<file path="src/rtl/timer_pkg.sv">
// Shared types and constants for the countdown timer: FSM states, BCD digit
// limits and the preset range check.
package timer_pkg;

    typedef enum logic [1:0] {
        ST_IDLE,
        ST_RUN,
        ST_PAUSE,
        ST_DONE
    } state_e;

    localparam int         DIGIT_W      = 4;
    localparam logic [3:0] SEC_TENS_MAX = 4'd5;
    localparam logic [3:0] DIGIT_MAX    = 4'd9;

    // A preset is loadable only if every digit is a real BCD digit in range.
    function automatic logic preset_ok(input logic [7:0] min_bcd,
                                       input logic [7:0] sec_bcd,
                                       input logic [3:0] min_tens_max);
        return (min_bcd[7:4] <= min_tens_max) && (min_bcd[3:0] <= DIGIT_MAX) &&
               (sec_bcd[7:4] <= SEC_TENS_MAX) && (sec_bcd[3:0] <= DIGIT_MAX);
    endfunction

endpackage

</file>
<file path="src/rtl/bcd_mmss_dec.sv">
// Combinational one-second decrement of a BCD MM:SS value with a zero flag.
// The result at 00:00 is meaningless; callers gate with zero_o.
module bcd_mmss_dec
    import timer_pkg::*;
(
    input  logic [15:0] mmss_i,
    output logic [15:0] mmss_o,
    output logic        zero_o
);

    logic [DIGIT_W-1:0] min_t, min_o, sec_t, sec_o;

    always_comb begin
        {min_t, min_o, sec_t, sec_o} = mmss_i;
        if (sec_o != 4'd0) begin
            sec_o = sec_o - 4'd1;
        end else begin
            sec_o = DIGIT_MAX;
            if (sec_t != 4'd0) begin
                sec_t = sec_t - 4'd1;
            end else begin
                sec_t = SEC_TENS_MAX;
                if (min_o != 4'd0) begin
                    min_o = min_o - 4'd1;
                end else begin
                    min_o = DIGIT_MAX;
                    min_t = min_t - 4'd1;
                end
            end
        end
        mmss_o = {min_t, min_o, sec_t, sec_o};
        zero_o = (mmss_i == 16'h0000);
    end

endmodule

</file>
<file path="src/rtl/countdown_sequencer.sv">
// MM:SS countdown controller: loads a BCD preset, counts down on 1 Hz ticks,
// gates the frequency divider and drives the post-expiry alarm window.
module countdown_sequencer
    import timer_pkg::*;
#(
    parameter int ALARM_TICKS  = 5,
    parameter int MAX_MIN_TENS = 5
) (
    input  logic       C50,
    input  logic       reset_n,
    input  logic       start,
    input  logic       pause,
    input  logic       clear,
    input  logic [7:0] preset_min,
    input  logic [7:0] preset_sec,
    input  logic       tick,
    output logic       div_clr,
    output logic [7:0] min_bcd,
    output logic [7:0] sec_bcd,
    output logic       running,
    output logic       alarm,
    output logic       preset_err
);

    localparam int CNT_W = $clog2(ALARM_TICKS + 1);

    state_e             state_q, state_d;
    logic [7:0]         min_q, min_d, sec_q, sec_d;
    logic               alarm_q, alarm_d;
    logic               err_q, err_d;
    logic [CNT_W-1:0]   cnt_q, cnt_d;

    logic [15:0]        dec_mmss;
    logic               cur_zero;
    logic               load_ok, load_zero;

    bcd_mmss_dec u_dec (
        .mmss_i (16'({min_q, sec_q})),
        .mmss_o (dec_mmss),
        .zero_o (cur_zero)
    );

    assign load_ok   = preset_ok(preset_min, preset_sec, 4'(MAX_MIN_TENS));
    assign load_zero = ({preset_min, preset_sec} == 16'h0000);

    always_comb begin
        state_d = state_q;
        min_d   = min_q;
        sec_d   = sec_q;
        alarm_d = alarm_q;
        cnt_d   = cnt_q;
        err_d   = 1'b0;
        if (clear) begin
            state_d = ST_IDLE;
            min_d   = 8'h00;
            sec_d   = 8'h00;
            alarm_d = 1'b0;
            cnt_d   = '0;
        end else begin
            case (state_q)
                ST_IDLE, ST_DONE: begin
                    if (start) begin
                        if (load_ok) begin
                            min_d   = preset_min;
                            sec_d   = preset_sec;
                            alarm_d = 1'b0;
                            cnt_d   = '0;
                            state_d = load_zero ? ST_DONE : ST_RUN;
                        end else begin
                            err_d = 1'b1;
                        end
                    end else if (state_q == ST_DONE && tick && alarm_q) begin
                        cnt_d = cnt_q + 1'b1;
                        if (cnt_d == CNT_W'(ALARM_TICKS)) alarm_d = 1'b0;
                    end
                end
                ST_RUN: begin
                    if (pause) begin
                        state_d = ST_PAUSE;
                    end else if (tick && !cur_zero) begin
                        {min_d, sec_d} = dec_mmss;
                        // Expiry lands in DONE on the same update that reaches 00:00.
                        if (dec_mmss == 16'h0000) begin
                            state_d = ST_DONE;
                            alarm_d = 1'b1;
                            cnt_d   = '0;
                        end
                    end
                end
                ST_PAUSE: begin
                    if (start) state_d = ST_RUN;
                end
                default: state_d = ST_IDLE;
            endcase
        end
    end

    always_ff @(posedge C50 or negedge reset_n) begin
        if (!reset_n) begin
            state_q <= ST_IDLE;
            min_q   <= 8'h00;
            sec_q   <= 8'h00;
            alarm_q <= 1'b0;
            err_q   <= 1'b0;
            cnt_q   <= '0;
        end else begin
            state_q <= state_d;
            min_q   <= min_d;
            sec_q   <= sec_d;
            alarm_q <= alarm_d;
            err_q   <= err_d;
            cnt_q   <= cnt_d;
        end
    end

    // Divider runs only in RUN and DONE so each counted second is a full period.
    assign div_clr    = (state_q == ST_IDLE) || (state_q == ST_PAUSE);
    assign running    = (state_q == ST_RUN);
    assign min_bcd    = min_q;
    assign sec_bcd    = sec_q;
    assign alarm      = alarm_q;
    assign preset_err = err_q;

endmodule

</file>
<file path="config.mk">
export PLATFORM = sky130hd
export DESIGN_NAME = countdown_sequencer
export DESIGN_NICKNAME = d
export VERILOG_FILES = /design/src/rtl/timer_pkg.sv /design/src/rtl/bcd_mmss_dec.sv /design/src/rtl/countdown_sequencer.sv
export SDC_FILE = /design/constraint.sdc
export NUM_CORES = 1
export LEC_CHECK = 0
export ABC_AREA = 1
export ABC_CLOCK_PERIOD_IN_PS = 2200
export CAP_MARGIN = 40
export CORE_ASPECT_RATIO = 1.25
export CORE_UTILIZATION = 40
export DETAILED_ROUTE_END_ITERATION = 12
export HOLD_SLACK_MARGIN = 0.15
export PLACE_DENSITY = 0.66
export SYNTH_ARGS = -nofsm -noshare
export SYNTH_HDL_FRONTEND = slang
export SYNTH_SLANG_ARGS = --single-unit
</file>
<file path="constraint.sdc">
create_clock -name C50 -period 2.2 [get_ports C50]
set_input_delay 0.44 -clock C50 [delete_from_list [all_inputs] [get_ports C50]]
set_output_delay 0.44 -clock C50 [all_outputs]
set_load 0.02 [all_outputs]
</file>
; After elaboration in Yosys (flattened, before gate mapping)
; Index checks and enable logic that the tools add are counted.
[word_totals]
latch_bits = 0
output_inout_bits = 20
mem_bits_ro = 0
register_bits = 23
input_bits = 22
wordCells = 102
n_memories = 0
mem_bits_rw = 0
[classes]
n_mul = 0
n_eq_ne = 15
bitwise = 0
n_addsub = 5
shift = 0
div_mod_pow = 0
n_reduce_logical = 21
magnitude_cmp = 4
mux = 51
[ops]
columns = op, count
row1 = 8-bit 2-to-1 mux, 10
row2 = 16-bit logical NOT, 3
row3 = 4-bit 2-to-1 mux, 9
row4 = 8-bit case mux with 2 select lines, 2
row5 = 3-bit 2-to-1 mux, 7
row6 = 2-bit 2-to-1 mux, 8
row7 = "4-bit by 1-bit subtractor with 4-bit output, second input constant", 4
row8 = 1-bit 2-to-1 mux, 12
row9 = "3-bit != test, second input constant", 4
row10 = "4-bit != test, second input constant", 3
row11 = 4-bit nonzero test, 3
row12 = 5-bit AND reduction, 2
row13 = "4-bit by 3-bit <= comparator with 1-bit output, second input constant", 2
row14 = "4-bit <= comparator, second input constant", 2
row15 = "4-bit by 3-bit != test with 1-bit output, second input constant", 2
row16 = 7-bit AND reduction, 1
row17 = 1-bit logical AND, 6
row18 = "3-bit by 2-bit != test with 1-bit output, second input constant", 2
row19 = 2-bit case mux with 3 select lines, 1
row20 = 3-bit case mux with 2 select lines, 1
row21 = 6-bit AND reduction, 1
row22 = "2-bit equality test, second input constant", 2
row23 = "3-bit by 1-bit adder with 3-bit output, second input constant", 1
row24 = "3-bit equality test, second input constant", 1
row25 = 7 further kinds, 7

; Longest topological paths before layout
[depth]
ltp_word = 10
depth_mapped = 17
ltp_nobuf = 17

; Hierarchy
; A second synthesis with hierarchy kept.
[unflattened]
cells_unflattened = 270
hier_area_um2 = 1943.1
[by_module_without_submodules]
columns = mod, area_per_inst_um2, instances, seq_area_each_um2, cells_each
row1 = countdown_sequencer, 1537.7, 1, 575.6, 196
row2 = bcd_mmss_dec, 405.4, 1, 0.0, 74

; Worst setup path after synthesis
; No wires, ideal clock.
[synth_timing]
path_kind = reg2reg
start = register state_q[0]
end = register min_q[6] (netlist: min_bcd[6])
path_slack_ns = 0.333
t_required_ns = 2.069
arrival_time_ns = 1.736
setup_time_ns = 0.131
period_less_slack_ns = 1.867
path_stages_with_launch = 10
path_buffers = 1
cell_sequence = dfrtp_1 > inv_1 > ha_1 > inv_1 > nor2_1 > a21oi_1 > o21ai_2 > nor3_4 > buf_4 > o22ai_2
[synth_between]
elab_chain_len = 4
word_cells_on_any_way = 12
cone_classes = eq/ne (6) / mux (2) / reduce/logical (4)
[synth_rtl]
columns = element, line
row1 = start: declaration, countdown_sequencer.sv:27  ; state_e state_q, state_d;
row2 = start signal: assignment, countdown_sequencer.sv:107  ; state_q <= state_d;
row3 = 2-bit equality test / 2-bit logical NOT (equally long branches), countdown_sequencer.sv:60  ; case (state_q)
row4 = 2-bit OR reduction, countdown_sequencer.sv:60
row5 = 3-bit != test (no line) (tied with other cells), n/a
row6 = 5-bit AND reduction (no line) / 8-bit 2-to-1 mux (equally long branches), n/a
row7 = end signal: assignment, countdown_sequencer.sv:108  ; min_q <= min_d;
row8 = end: declaration, countdown_sequencer.sv:28  ; logic [7:0] min_q, min_d, sec_q, sec_d;
; Parallel ways exist; a longest one is shown, timed or not.
; A chain may end at the register's enable or synchronous reset.

; Worst setup path after layout
[layout_timing]
start = register state_q[1]
end = output port running
[layout_between]
elab_chain_len = 1
[layout_rtl]
columns = element, line
row1 = 2-bit by 1-bit equality test with 1-bit output, countdown_sequencer.sv:118  ; assign running = (state_q == ST_RUN);
row2 = end: declaration, countdown_sequencer.sv:20  ; output logic running,
; No other way between the ends.

==> run metrics <==
Max Cap Viol 0; Worst Tran Pin Value 0.3336 ns; CP Capture Type primary output; Die X 61.99 microns; global route overflow 0; CTS buffer count 3; # rows 26; DRT iter0 DRCs 98; Fmax 480.3 MHz; Post-CTS Hold Fix Bufs 0; commonest non-fill, non-tap cell in the layout nand2_1; Tot GR Track Use 21.73%; cell taking the most area after synthesis dfrtp_1; max-slew violations 0; commonest cells after routing, fill and taps aside 42 x nand2_1, 40 x clkdlybuf4s50_1, 35 x inv_1; Clock Path Buffers 2; WS Path Type flop to primary output; Final Hold Vio Count 0; Post-DP HPWL 3718 microns; Antenna diodes 0; Port Buf Inserts 41; setup slack, reg-to-reg 0.15 ns; RSZ-0062 raised after global routing yes; Yosys top cell area share 31.99%; Mapped Cells 238; Fillers 392; initial antenna violation count 0; power density over the cells 1297 nW/um^2; global-route wire length before repair 8052 microns; Routed WL 4689 microns; worst setup path startpoint state_q[1]; Core Area 4197 sq um; I/O pin cnt 42; Crit Reg-Reg Endpoint sec_bcd[4]; clock sinks 23; worst min-delay path class flop to flop; Worst VDD drop 0.0008564 V; worst path required time 1.76 ns; Leak 1.178 nW; register bit total from synthesis 23; post-synth cell types 33; Syn Area/Cell 7.560 sq um; Max stage delay on crit path 0.63 ns; nets 332; Post-synth top flop dfrtp_1; Mapped Area 1799 sq um; register area share after synthesis 31.99%; Design Power 0.003206 W; vias in the first global route 1,890; # setup viols final 0; syn_nets 268; crit-path max FO 5; FFs w/ async S/R, synth 100.0%; largest net degree at the start of global routing 24; synth-to-layout area growth 37.34%; H-tree lvl count 1; Starting Density 42.87%; CTS tree yes; worst skew pair latency 0.26 ns; critical-path cell with the highest stage delay clkdlybuf4s50_1; final setup skew 0.003804 ns; worst setup path endpoint running; Placer Congestion 0.8830; reg2reg start sec_bcd[0]; Detail Route Antenna Nets 0; clk slew on worst S/H paths 0.08 ns; cells on worst reg2reg path 12; vias 1,846; DR WL/cell 13.13 microns; Max-Slew Margin vs Limit 77.56%; DRT Pass-1 Iters 4; WP data arrival 1.64 ns; die area 4772 sq um; die height 76.99 microns; final worst path period share 94.64%; CP cell instances inv_1 -> ha_1 -> clkdlybuf4s50_1; root buffer cell clkbuf_8; setup TNS 0 ns; Post-synth EDFFs 0; Final min period 2.082 ns; top cells by area, synth dfrtp_1 32%, nand2_1 9.0%, inv_1 7.3%, o22ai_2 7.0%, ha_1 5.6%; status finished clean; Vias/cell 5.171; DRC 0; share of post-route cells with drive strength above 1 18.27%; Ys Warns 0; CP Launch Type flop
==> state kept, by name, summed over array words and instances (netlist names) <==
name / count
min_bcd: 8
sec_bcd: 8
cnt_q: 3
state_q: 2
alarm: 1
preset_err: 1
==> layout make-up <==
type / instances / area (sq um) / area share, %
clock buffers: 4 / 45.04 / 1.823
multi-input cells: 173 / 1059 / 42.84
inverters: 38 / 143.9 / 5.823
repair buffers: 63 / 578.1 / 23.39
well taps: 56 / 70.07 / 2.835
flip-flops and latches: 23 / 575.6 / 23.29
==> worst min-delay path by stage <==
stage,from,end,slack (ns),cells after the start
3_3_place_gp,alarm,alarm,0.49,2
4_1_cts,alarm,alarm,0.52,2
6_report,alarm,alarm,0.51,2
2_1_floorplan,reset_n,alarm,0.14,0
5_1_grt,reset_n,sec_bcd[1],0.56,2
3_5_place_dp,alarm,alarm,0.50,2
==> Yosys cell counts (5+ instances only) <==
library cell and count:
nand2_1 43, inv_1 35, a21oi_1 8, o22ai_1 7, dfrtp_1 23, o21ai_1 8
ha_1 8, o21ai_0 11, nand3_1 15, nor2_1 25, nand4_1 5, o22ai_2 10
==> routing by layer <==
metal	GRT usage (%)	wire length [microns]	vias up
li1	-	-	923
met1	27.26	2072	851
met2	36.06	2332	55
met3	2.867	142	17
met4	8.667	142	0
met5	0	0	-
==> cells by family after synthesis <==
family | count (synthesis) | share of synthesized area [%]
AO/OA/AOI/OAI | 49 | 19.33
XOR/XNOR | 3 | 1.461
adder cells (fa/ha/maj) | 8 | 5.564
buffers and inverters | 43 | 9.666
flip-flops | 23 | 31.99
multiplexers | 3 | 1.669
AND/OR/NAND/NOR | 109 | 30.32
==> per-stage QoR <==
step	utilization (%)	instances	setup slack, ns	cell area (sq um)	hold slack (ns)
after floorplan	-	238	0.3333	1799	0.1444
after global placement	57.19	350	0.01516	2400	0.4936
after detailed placement	57.19	350	-0.02329	2400	0.4982
after CTS	58.23	354	0.09368	2444	0.5210
after global routing	58.88	357	-0.02043	2471	0.5625
final	58.88	357	0.1179	2471	0.5089
==> power breakdown <==
group / switching (W) / internal, W
combinational: 0.00130 / 0.000935
sequential: 0.000149 / 0.000563
clock: 0.000133 / 0.000129
==> repair_timing <==
item                       CTS  global route
pin swaps                    0             2
gates cloned                 0             1
buffers inserted             0             2
resized for setup            1             2
setup endpoints to repair    1             9
==> critical path, delay by kind of cell (launching register included) <==
family	cells	cell delay, ns
buffers and inverters	2	0.72
DFF	1	0.42
adders and majority gates	1	0.24
Power figures use the tool's default switching activity.
